### src/rtl/fifo_pkg.sv
// Shared definitions for the async FIFO pointer crossing blocks.
package fifo_pkg;

    // Legal synchronizer depth for any pointer receiver.
    localparam int SYNC_STAGES_MIN = 2;
    localparam int SYNC_STAGES_MAX = 4;

    // Legal pointer width (address bits plus one wrap bit).
    localparam int WIDTH_MIN = 2;
    localparam int WIDTH_MAX = 16;

    // Number of set bits; used to measure the Hamming distance between Gray samples.
    function automatic int unsigned popcount(input logic [31:0] vec);
        int unsigned cnt;
        cnt = 0;
        for (int i = 0; i < 32; i++) begin
            cnt += 32'(vec[i]);
        end
        return cnt;
    endfunction

endpackage

### src/rtl/gray2bin.sv
// Gray-to-binary decoder, the inverse of the pointer encoder; purely combinational.
module gray2bin #(
    parameter int WIDTH = 4
) (
    input  logic [WIDTH-1:0] gray_i,
    output logic [WIDTH-1:0] bin_o
);

    // Each binary bit is the XOR of all Gray bits at and above it, which unrolls
    // b[i] = b[i+1] ^ g[i] without a bit-to-bit combinational chain on bin_o.
    genvar gi;
    generate
        for (gi = 0; gi < WIDTH; gi++) begin : g_bit
            assign bin_o[gi] = ^gray_i[WIDTH-1:gi];
        end
    endgenerate

endmodule

### src/rtl/gray_ptr_rx.sv
// Receive side of a Gray pointer crossing: synchronize, decode, flag illegal
// multi-bit steps and derive fill level against the local binary pointer.
module gray_ptr_rx
    import fifo_pkg::*;
#(
    parameter int WIDTH       = 4,
    parameter int SYNC_STAGES = 2
) (
    input  logic             clk_i,
    input  logic             rst_n_i,
    input  logic [WIDTH-1:0] gray_i,
    input  logic [WIDTH-1:0] local_bin_i,
    input  logic             err_clr_i,
    output logic [WIDTH-1:0] gray_sync_o,
    output logic [WIDTH-1:0] bin_o,
    output logic             update_o,
    output logic [WIDTH-1:0] step_o,
    output logic [WIDTH-1:0] level_o,
    output logic             empty_o,
    output logic             err_o
);

    // Reject unsupported configurations at elaboration.
    generate
        if (SYNC_STAGES < SYNC_STAGES_MIN || SYNC_STAGES > SYNC_STAGES_MAX) begin : g_bad_sync
            $error("gray_ptr_rx: SYNC_STAGES must be within 2..4");
        end
        if (WIDTH < WIDTH_MIN || WIDTH > WIDTH_MAX) begin : g_bad_width
            $error("gray_ptr_rx: WIDTH must be within 2..16");
        end
    endgenerate

    logic [SYNC_STAGES-1:0][WIDTH-1:0] sync_q;
    logic [SYNC_STAGES-1:0][WIDTH-1:0] sync_d;
    logic [WIDTH-1:0]                  gray_prev_q;
    logic [WIDTH-1:0]                  gray_prev_d;
    logic [WIDTH-1:0]                  bin_q;
    logic [WIDTH-1:0]                  bin_d;
    logic [WIDTH-1:0]                  step_q;
    logic [WIDTH-1:0]                  step_d;
    logic                              update_q;
    logic                              update_d;
    logic                              err_q;
    logic                              err_d;
    logic [WIDTH-1:0]                  gray_sync;
    logic [WIDTH-1:0]                  decoded;
    logic                              illegal_step;

    // Only the last synchronizer stage is considered settled.
    assign gray_sync = sync_q[SYNC_STAGES-1];

    // Plain shift chain: stage 1 sees only gray_i, no logic between stages.
    always_comb begin
        sync_d    = sync_q;
        sync_d[0] = gray_i;
        for (int k = 1; k < SYNC_STAGES; k++) begin
            sync_d[k] = sync_q[k-1];
        end
    end

    gray2bin #(
        .WIDTH (WIDTH)
    ) u_gray2bin (
        .gray_i (gray_sync),
        .bin_o  (decoded)
    );

    // Register the decoded pointer; report a change and its modular distance.
    always_comb begin
        bin_d    = decoded;
        update_d = (decoded != bin_q);
        step_d   = step_q;
        if (update_d) begin
            step_d = decoded - bin_q;
        end
    end

    // A legal Gray stream moves at most one bit per sample; anything more is sticky.
    // A new violation overrides a simultaneous clear.
    always_comb begin
        gray_prev_d  = gray_sync;
        illegal_step = (popcount(32'(gray_sync ^ gray_prev_q)) >= 32'd2);
        err_d        = err_q;
        if (err_clr_i) begin
            err_d = 1'b0;
        end
        if (illegal_step) begin
            err_d = 1'b1;
        end
    end

    // All state clears asynchronously so no pipeline contents survive a reset.
    always_ff @(posedge clk_i or negedge rst_n_i) begin
        if (!rst_n_i) begin
            sync_q      <= '0;
            gray_prev_q <= '0;
            bin_q       <= '0;
            step_q      <= '0;
            update_q    <= 1'b0;
            err_q       <= 1'b0;
        end else begin
            sync_q      <= sync_d;
            gray_prev_q <= gray_prev_d;
            bin_q       <= bin_d;
            step_q      <= step_d;
            update_q    <= update_d;
            err_q       <= err_d;
        end
    end

    // Level keeps the wrap bit, so a full FIFO reads 2^(WIDTH-1); no saturation.
    assign level_o     = bin_q - local_bin_i;
    assign empty_o     = (bin_q == local_bin_i);
    assign gray_sync_o = gray_sync;
    assign bin_o       = bin_q;
    assign step_o      = step_q;
    assign update_o    = update_q;
    assign err_o       = err_q;

endmodule

### config.mk
export PLATFORM = sky130hd
export DESIGN_NAME = gray_ptr_rx
export DESIGN_NICKNAME = d
export VERILOG_FILES = /design/src/rtl/fifo_pkg.sv /design/src/rtl/gray2bin.sv /design/src/rtl/gray_ptr_rx.sv
export SDC_FILE = /design/constraint.sdc
export NUM_CORES = 1
export LEC_CHECK = 0
export ABC_AREA = 1
export ABC_CLOCK_PERIOD_IN_PS = 3200
export CAP_MARGIN = 10
export CORE_MARGIN = 2
export CORE_UTILIZATION = 49
export DETAILED_ROUTE_END_ITERATION = 16
export GPL_TIMING_DRIVEN = 1
export PLACE_DENSITY = 0.88
export SKIP_LAST_GASP = 1
export SYNTH_ARGS = -nofsm -noshare
export SYNTH_HDL_FRONTEND = slang
export SYNTH_SLANG_ARGS = --single-unit
export TNS_END_PERCENT = 30
### constraint.sdc
create_clock -name clk_i -period 3.2 [get_ports clk_i]
set_clock_uncertainty 0.05 [all_clocks]
set_input_delay 0.64 -clock clk_i [delete_from_list [all_inputs] [get_ports clk_i]]
set_output_delay 0.64 -clock clk_i [all_outputs]
set_load 0.05 [all_outputs]
# Word-level counts from Yosys, hierarchy flattened
# Cells that the tools add are included.
[word_totals]
ff_bits = 22
input_bits = 11
output_inout_bits = 19
elab_cells = 50
[op_classes]
add_sub_neg = 33
magnitude_cmp = 1
eq_ne = 2
muxes = 2
bitwise = 1
reduce_logical = 4
[ops]
columns = ["cell", "n"]
rows = [
  ["adder 31 x 1 -> 32 bit (second input constant)", 1],
  ["greater-or-equal comparator 32 x 2 -> 1 bit (second input constant)", 1],
  ["adder 30 x 1 -> 31 bit (second input constant)", 1],
  ["adder 29 x 1 -> 30 bit (second input constant)", 1],
  ["adder 28 x 1 -> 29 bit (second input constant)", 1],
  ["adder 27 x 1 -> 28 bit (second input constant)", 1],
  ["adder 26 x 1 -> 27 bit (second input constant)", 1],
  ["adder 25 x 1 -> 26 bit (second input constant)", 1],
  ["adder 24 x 1 -> 25 bit (second input constant)", 1],
  ["adder 23 x 1 -> 24 bit (second input constant)", 1],
  ["adder 22 x 1 -> 23 bit (second input constant)", 1],
  ["adder 21 x 1 -> 22 bit (second input constant)", 1],
  ["adder 20 x 1 -> 21 bit (second input constant)", 1],
  ["adder 19 x 1 -> 20 bit (second input constant)", 1],
  ["adder 18 x 1 -> 19 bit (second input constant)", 1],
  ["adder 17 x 1 -> 18 bit (second input constant)", 1],
  ["adder 16 x 1 -> 17 bit (second input constant)", 1],
  ["adder 15 x 1 -> 16 bit (second input constant)", 1],
  ["adder 14 x 1 -> 15 bit (second input constant)", 1],
  ["adder 13 x 1 -> 14 bit (second input constant)", 1],
  ["adder 12 x 1 -> 13 bit (second input constant)", 1],
  ["adder 11 x 1 -> 12 bit (second input constant)", 1],
  ["adder 10 x 1 -> 11 bit (second input constant)", 1],
  ["adder 9 x 1 -> 10 bit (second input constant)", 1],
  ["17 further kinds", 19],
]

# Longest topological paths before layout
[logic_depth]
ltp_word = 34
ltp_mapped = 12
depth_no_buf = 12

# By module
# Synthesis repeated with hierarchy kept, for this count alone.
[hier_totals]
cells_unflattened = 116
area_unflattened_um2 = 1082.3
[modules_own_cells]
columns = ["module", "instances", "cells_per_inst", "area_per_inst_um2", "seq_area_each_um2"]
rows = [
  ["gray_ptr_rx", 1, 95, 992.2, 550.5],
  ["gray2bin", 1, 21, 90.1, 0.0],
]

# Least setup slack after synthesis
# Ideal clock, no wire load.
[synth_timing]
path_type = "register to output"
start = "register bin_q[0] (netlist: bin_o[0])"
end = "output level_o[2]"
arrival_time_ns = 2.123
t_required_ns = 2.510
setup_slack_ns = 0.387
path_stages_with_launch = 5
path_buffers = 0
path_cell_list = "dfrtp_1 -> inv_1 -> ha_1 -> fa_1 -> xnor2_1"
[synth_via]
elab_chain_cells = 1
[synth_rtl]
columns = ["element", "line_no", "source"]
rows = [
  ["start: declaration", "gray_ptr_rx.sv:37", "logic [WIDTH-1:0] bin_q;"],
  ["start signal: assignment", "gray_ptr_rx.sv:104", "bin_q <= bin_d;"],
  ["subtractor 4 bit", "gray_ptr_rx.sv:112", "assign level_o = bin_q - local_bin_i;"],
  ["end: declaration", "gray_ptr_rx.sv:18", "output logic [WIDTH-1:0] level_o,"],
]
# Every way passes these cells.

# Worst setup path after layout
[layout_timing]
start = "input local_bin_i[2]"
end = "output level_o[3]"
[layout_via]
elab_chain_cells = 1
[layout_rtl]
columns = ["element", "line_no", "source"]
rows = [
  ["start: declaration", "gray_ptr_rx.sv:12", "input logic [WIDTH-1:0] local_bin_i,"],
  ["subtractor 4 bit", "gray_ptr_rx.sv:112", ""],
]
# Every way passes these cells.

==> results.py <==
metrics = {
    "outcome": {
        "run_status": "completed",
    },
    "clock_tree": {
        "clk_pin_slew_ps": 110,
        "cts_resized": 0,
        "h-tree-depth": 1,
        "cts_root_buf": "clkbuf_4",
        "cts_tree": "done",
        "cts_buffers": 3,
        "cts_setup_buffers": 0,
        "cts_buffer_depth": 2,
        "clock_latency_ps": 300,
        "postCtsHoldBufs": 0,
        "cts.sinks": 21,
    },
    "finish": {
        "fin_nets": 158,
        "fin_cells": 164,
        "post-route-util": 0.7111,
        "num_antenna_cells": 0,
        "stdcell_area_um2": 1395,
        "final_layout_size_suffix_gt1_frac": 0.08759,
        "syn2layout_area_growth_pct": 36.64,
    },
    "place": {
        "place.gp.congestion": 0.7524,
        "placed_area_um2": 1368,
        "dpl.hpwl_um": 1636,
        "io_buffer_count": 29,
        "placedCellCount": 160,
        "place_ws_ps": 348.3,
    },
    "synthesis": {
        "ys_seq_elements": 21,
        "syn_inst": 106,
        "yosys_warnings": 0,
        "synth.area.top_cells": "dfrtp_1, nand2_1, ha_1, inv_1, fa_1",
        "synth_top_cell_by_area": "dfrtp_1",
        "ys_types": 16,
        "synth_top_area_share": 0.5147,
        "syn_nets": 126,
        "synth_area_um2": 1021,
        "yosysSeqAreaShare": 0.5147,
        "syn_area_per_cell_um2": 9.632,
    },
    "floorplan": {
        "coreArea_um2": 1962,
        "dieArea_um2": 2465,
        "die_h_um": 49.65,
        "num_rows": 16,
        "die_x_um": 49.65,
        "initial_utilization": 0.5204,
        "ios": 30,
    },
    "setup_path": {
        "startpoint_type": "input port",
        "cp.required_ps": 2510,
        "endpoint_kind": "output port",
        "r2r_setup_slack_ps": 1130,
        "slowest_stage": "clkdlybuf4s50_1",
        "r2r_end": "step_o[2]",
        "regToRegStartpoint": "gray_sync_o[3]",
        "path_class": "input port to output port",
        "reg2reg_depth": 11,
        "path_cells": "clkdlybuf4s50_1 -> inv_1 -> ha_1 -> a21oi_1 -> nand2_1 -> xnor2_1 -> buf_12",
        "critPathMaxStageDelay_ps": 460,
        "worstPathArrival_ps": 2160,
        "worstPathMaxFanout": 4,
    },
    "power_and_ir_drop": {
        "clockPowerShare": 0.140,
        "p_int_mw": 0.5079,
        "sequentialPowerShare": 0.365,
        "p_switching_mw": 0.3744,
        "ir_worst_vdd_mv": 0.3560,
        "comb_power_share": 0.494,
        "finalPower_mw": 0.8823,
        "swShare": 0.4243,
        "power_density_nw_per_um2": 632.4,
        "power_leakage_nw": 0.7053,
    },
    "timing": {
        "tightest_slew_ps": 871.8,
        "fmaxAchievable_mhz": 351.5,
        "slew_headroom": 0.4170,
        "rsz0062_at_grt": "false",
        "tns_ps": 0,
        "hold_violations": 0,
        "drv_slew": 0,
        "post-route-period-util": 0.8891,
        "timing.final.crit_period_ps": 2845,
        "whs_ps": 308.8,
        "fin_ws_ps": 354.8,
        "setup_violations": 0,
    },
    "routing": {
        "routed-via-count": 780,
        "firstDrtPassIters": 4,
        "vias_per_cell": 4.756,
        "drc_errors": 0,
        "wl_um": 1974,
        "wl_per_cell_um": 12.04,
        "postRouteAntennaNets": 0,
        "drt_iter0_drc": 4,
    },
    "run": {
        "cap_violations": 0,
    },
    "grt": {
        "grt_pass1_vias": 826,
        "antenna_found_initial": 0,
        "grt.overflow.total": 0,
        "grt_usage": 0.1761,
        "grt_max_degree": 22,
        "grt_pass1_wl_um": 3270,
    },
    "min_path": {
        "min_from": "sync_d[7]",
        "whs_endpoint": "gray_sync_o[3]",
        "hp-class": "flop to flop",
        "min_path_cells": 0,
    },
}
-- how the worst max path moves through the flow --
stage | from | to | slack [ps] | depth (start not counted)
3_3_place_gp | local_bin_i[2] | level_o[3] | 420 | 7
4_1_cts | local_bin_i[2] | level_o[3] | 350 | 7
5_1_grt | local_bin_i[2] | level_o[3] | 310 | 7
3_5_place_dp | local_bin_i[2] | level_o[3] | 350 | 7
6_report | local_bin_i[2] | level_o[3] | 350 | 7
2_1_floorplan | bin_o[0] | level_o[2] | 390 | 4
-- cells by family after synthesis --
group | count (synthesis) | share of synthesized area
flops | 21 | 0.5147
buf+inv | 23 | 0.09190
xor+xnor | 8 | 0.06863
simple gates | 41 | 0.1728
compound gates | 4 | 0.01961
fa+ha+maj | 9 | 0.1324
-- layer usage --
| layer | global-route usage | up-vias | routed length [µm] |
|---|---|---|---|
| met2 | 0.3778 | 21 | 1122 |
| met3 | 0.02424 | 5 | 88 |
| met1 | 0.1556 | 375 | 734 |
| li1 | - | 379 | - |
| met5 | 0 | - | 0 |
| met4 | 0.06944 | 0 | 29 |
-- cells in the final DEF, fill, tap and decap left out, drive strengths merged --
| cell type | instances |
|---|---|
| a21oi | 2 |
| buf | 5 |
| dfrtp | 21 |
| inv | 21 |
| fa | 3 |
| xor2 | 5 |
| nand2 | 25 |
| xnor2 | 3 |
| nand3b | 1 |
| nor2 | 8 |
| ha | 6 |
| o21ai | 2 |
| clkinv | 1 |
| clkdlybuf4s50 | 24 |
| clkbuf | 3 |
| nand3 | 7 |
-- critical path, delay by kind of cell --
| family | cells | cell delay [ps] |
|---|---|---|
| compound gates | 1 | 160 |
| buf+inv | 3 | 690 |
| fa+ha+maj | 1 | 350 |
| simple gates | 1 | 70 |
| xor+xnor | 1 | 240 |
-- sequential cells by signal, summed over array words and instances (netlist names) --
signal / flops
bin_o: 4
err_o: 1
gray_prev_q: 3
gray_sync_o: 4
step_o: 4
sync_d: 4
update_o: 1
-- Yosys cell counts (all sizes together) --
cell	count
nand2	25
dfrtp	21
inv	21
nor2	8
nand3	7
ha	6
xor2	5
fa	3
xnor2	3
a21oi	2
buf	2
o21ai	2
nand3b	1
-- final cells by class --
type | instances | area [µm²]
clock buffer | 3 | 22.52
fill | 149 | 566.8
inverter | 21 | 78.83
multi-input combinational | 62 | 401.6
timing repair buffer | 29 | 327.8
sequential | 21 | 525.5
clock inverter | 1 | 5.005
tap | 27 | 33.78
-- power groups by stage --
stage          registers, mW  clock network [mW]  logic [mW]
2_1_floorplan          0.428                   0       0.171
3_3_place_gp           0.325                   0       0.424
3_5_place_dp           0.328                   0       0.439
4_1_cts                0.322               0.127       0.440
5_1_grt                0.327               0.137       0.463
6_report               0.322               0.124       0.436
Note: power is estimated with default switching activity, not from simulation.
==> RTL change: new RTL, config.mk and constraints unchanged <==
`SYNC_STAGES`: 2 -> 4.
--- a/src/rtl/gray_ptr_rx.sv
+++ b/src/rtl/gray_ptr_rx.sv
@@ -5,5 +5,5 @@
 #(
     parameter int WIDTH       = 4,
-    parameter int SYNC_STAGES = 2
+    parameter int SYNC_STAGES = 4
 ) (
     input  logic             clk_i,
Check against the original RTL: not equivalent (a bounded check fails within 4 cycles, from zero or initial values and one cycle with rst_n_i low).
==> RTL change against the original RTL <==
Routed wire length up 8.8%. Largest power group unchanged. Highest routed layer unchanged. Setup slack worse by 0.048 ns. Power increased by 21%. Count of clock-buffer cells in the layout increased by 3. Design area increased by 17%. Synthesized area rose by 20%. Sequential cell count grew 8. Hold slack worse by 0.0067 ns.
==> RTL change: results (changes against the original RTL) <==
* Worst EP arrival at 2.20 ns (+0.04 ns)
* Clock power frac at 0.187 (+0.047)
* DP HPWL at 1640 µm (+0.50%)
* First-pass GRT wire length at 3440 µm (+5.3%)
* Slew HR at 0.662 (+0.245)
* Gr usage total at 0.175 (-0.000676)
* Placed Instance Area at 1580 µm² (+15%)
* Sequential share of the synthesized area at 0.594 (+0.0796)
* Largest cells by area after synthesis: dfrtp_1 59%, nand2_1 7.4%, ha_1 6.1%, inv_1 6.1%, fa_1 4.9%
* Post-Synth XOR/XNOR Area at 0.0574 (-0.0113)
* Iter 0 DRT Violations at 10 (+6)
* Worst-Skew Late Latency at 0.32 ns (+0.02 ns)
* Seq pwr share at 0.404 (+0.039)
* Total net switching power at 0.000415 W (+11%)
* Drt total wl at 2150 µm (+8.8%)
* Via/cell ratio at 4.72 (-0.83%)
* Fin nets at 169 (+7.0%)
* Post-Synth Adder-Cell Area at 0.111 (-0.0217)
* Synth Net Count at 134 (+6.3%)
* Share of layout cells above drive strength 1 at 0.107 (+0.0191)
* Leakage at 0.818 nW (+16%)
* Vias in the first global route at 809 (-2.1%)
* Clk pwr at 0.000199 W (+60%)
* VDD IR max at 417 µV (+17%)
* Status: completed
## RTL change: cell count changes in the layout (fill, tap and decap cells not counted), sizes merged
cell and delta:
dfrtp +8, clkbuf +3, clkinv +1, buf +1
## RTL change: area by class of cell
class                      count  area, µm²
clock buffer                   6       41.3
multi-input combinational     62        402
timing repair buffer          30        335
fill                         182        779
clock inverter                 2       10.0
inverter                      21       78.8
sequential                    29        726
tap                           30       37.5
## RTL change: path summary, 6_finish.rpt
kind / slack (ns) / startpoint / cells after the start / end
min: 0.30 / sync_d[10]$_DFF_PN0_ / 0 / sync_d[14]$_DFF_PN0_
max in group asynchronous: 2.20 / rst_n_i / 2 / sync_d[7]$_DFF_PN0_
min in group asynchronous: 0.64 / rst_n_i / 2 / gray_sync_o[2]$_DFF_PN0_
max: 0.31 / local_bin_i[2] / 7 / level_o[3]
min reg2reg: 0.30 / sync_d[10]$_DFF_PN0_ / 0 / sync_d[14]$_DFF_PN0_
max reg2reg: 1.13 / gray_sync_o[2]$_DFF_PN0_ / 11 / step_o[2]$_DFFE_PN0N_
## RTL change: metal layers
metal | wire, µm | share of wire | GRT usage | vias to the layer above
met2 | 1130 | 0.53 | 0.309 | 26
met3 | 132 | 0.061 | 0.0444 | 5
met5 | 0 | 0 | 0 | -
met1 | 841 | 0.39 | 0.194 | 403
li1 | - | - | - | 415
met4 | 42 | 0.020 | 0.0897 | 0
## RTL change: cell families (layout without fill, tap and decap cells)
family | Yosys count | after routing
and+or+nand+nor | 41 | 41
DFF | 29 | 29
buffers and inverters | 23 | 59
adders and majority gates | 9 | 9
xor gates and xnor gates | 8 | 8
AOI/OAI and AO/OA | 4 | 4
## RTL change: stage by stage
stage,cells,setup slack (ns)
detailed placement,172,0.322
finish,180,0.307
global route,180,0.223
global placement,172,0.417
floorplan,114,0.387
CTS,180,0.314
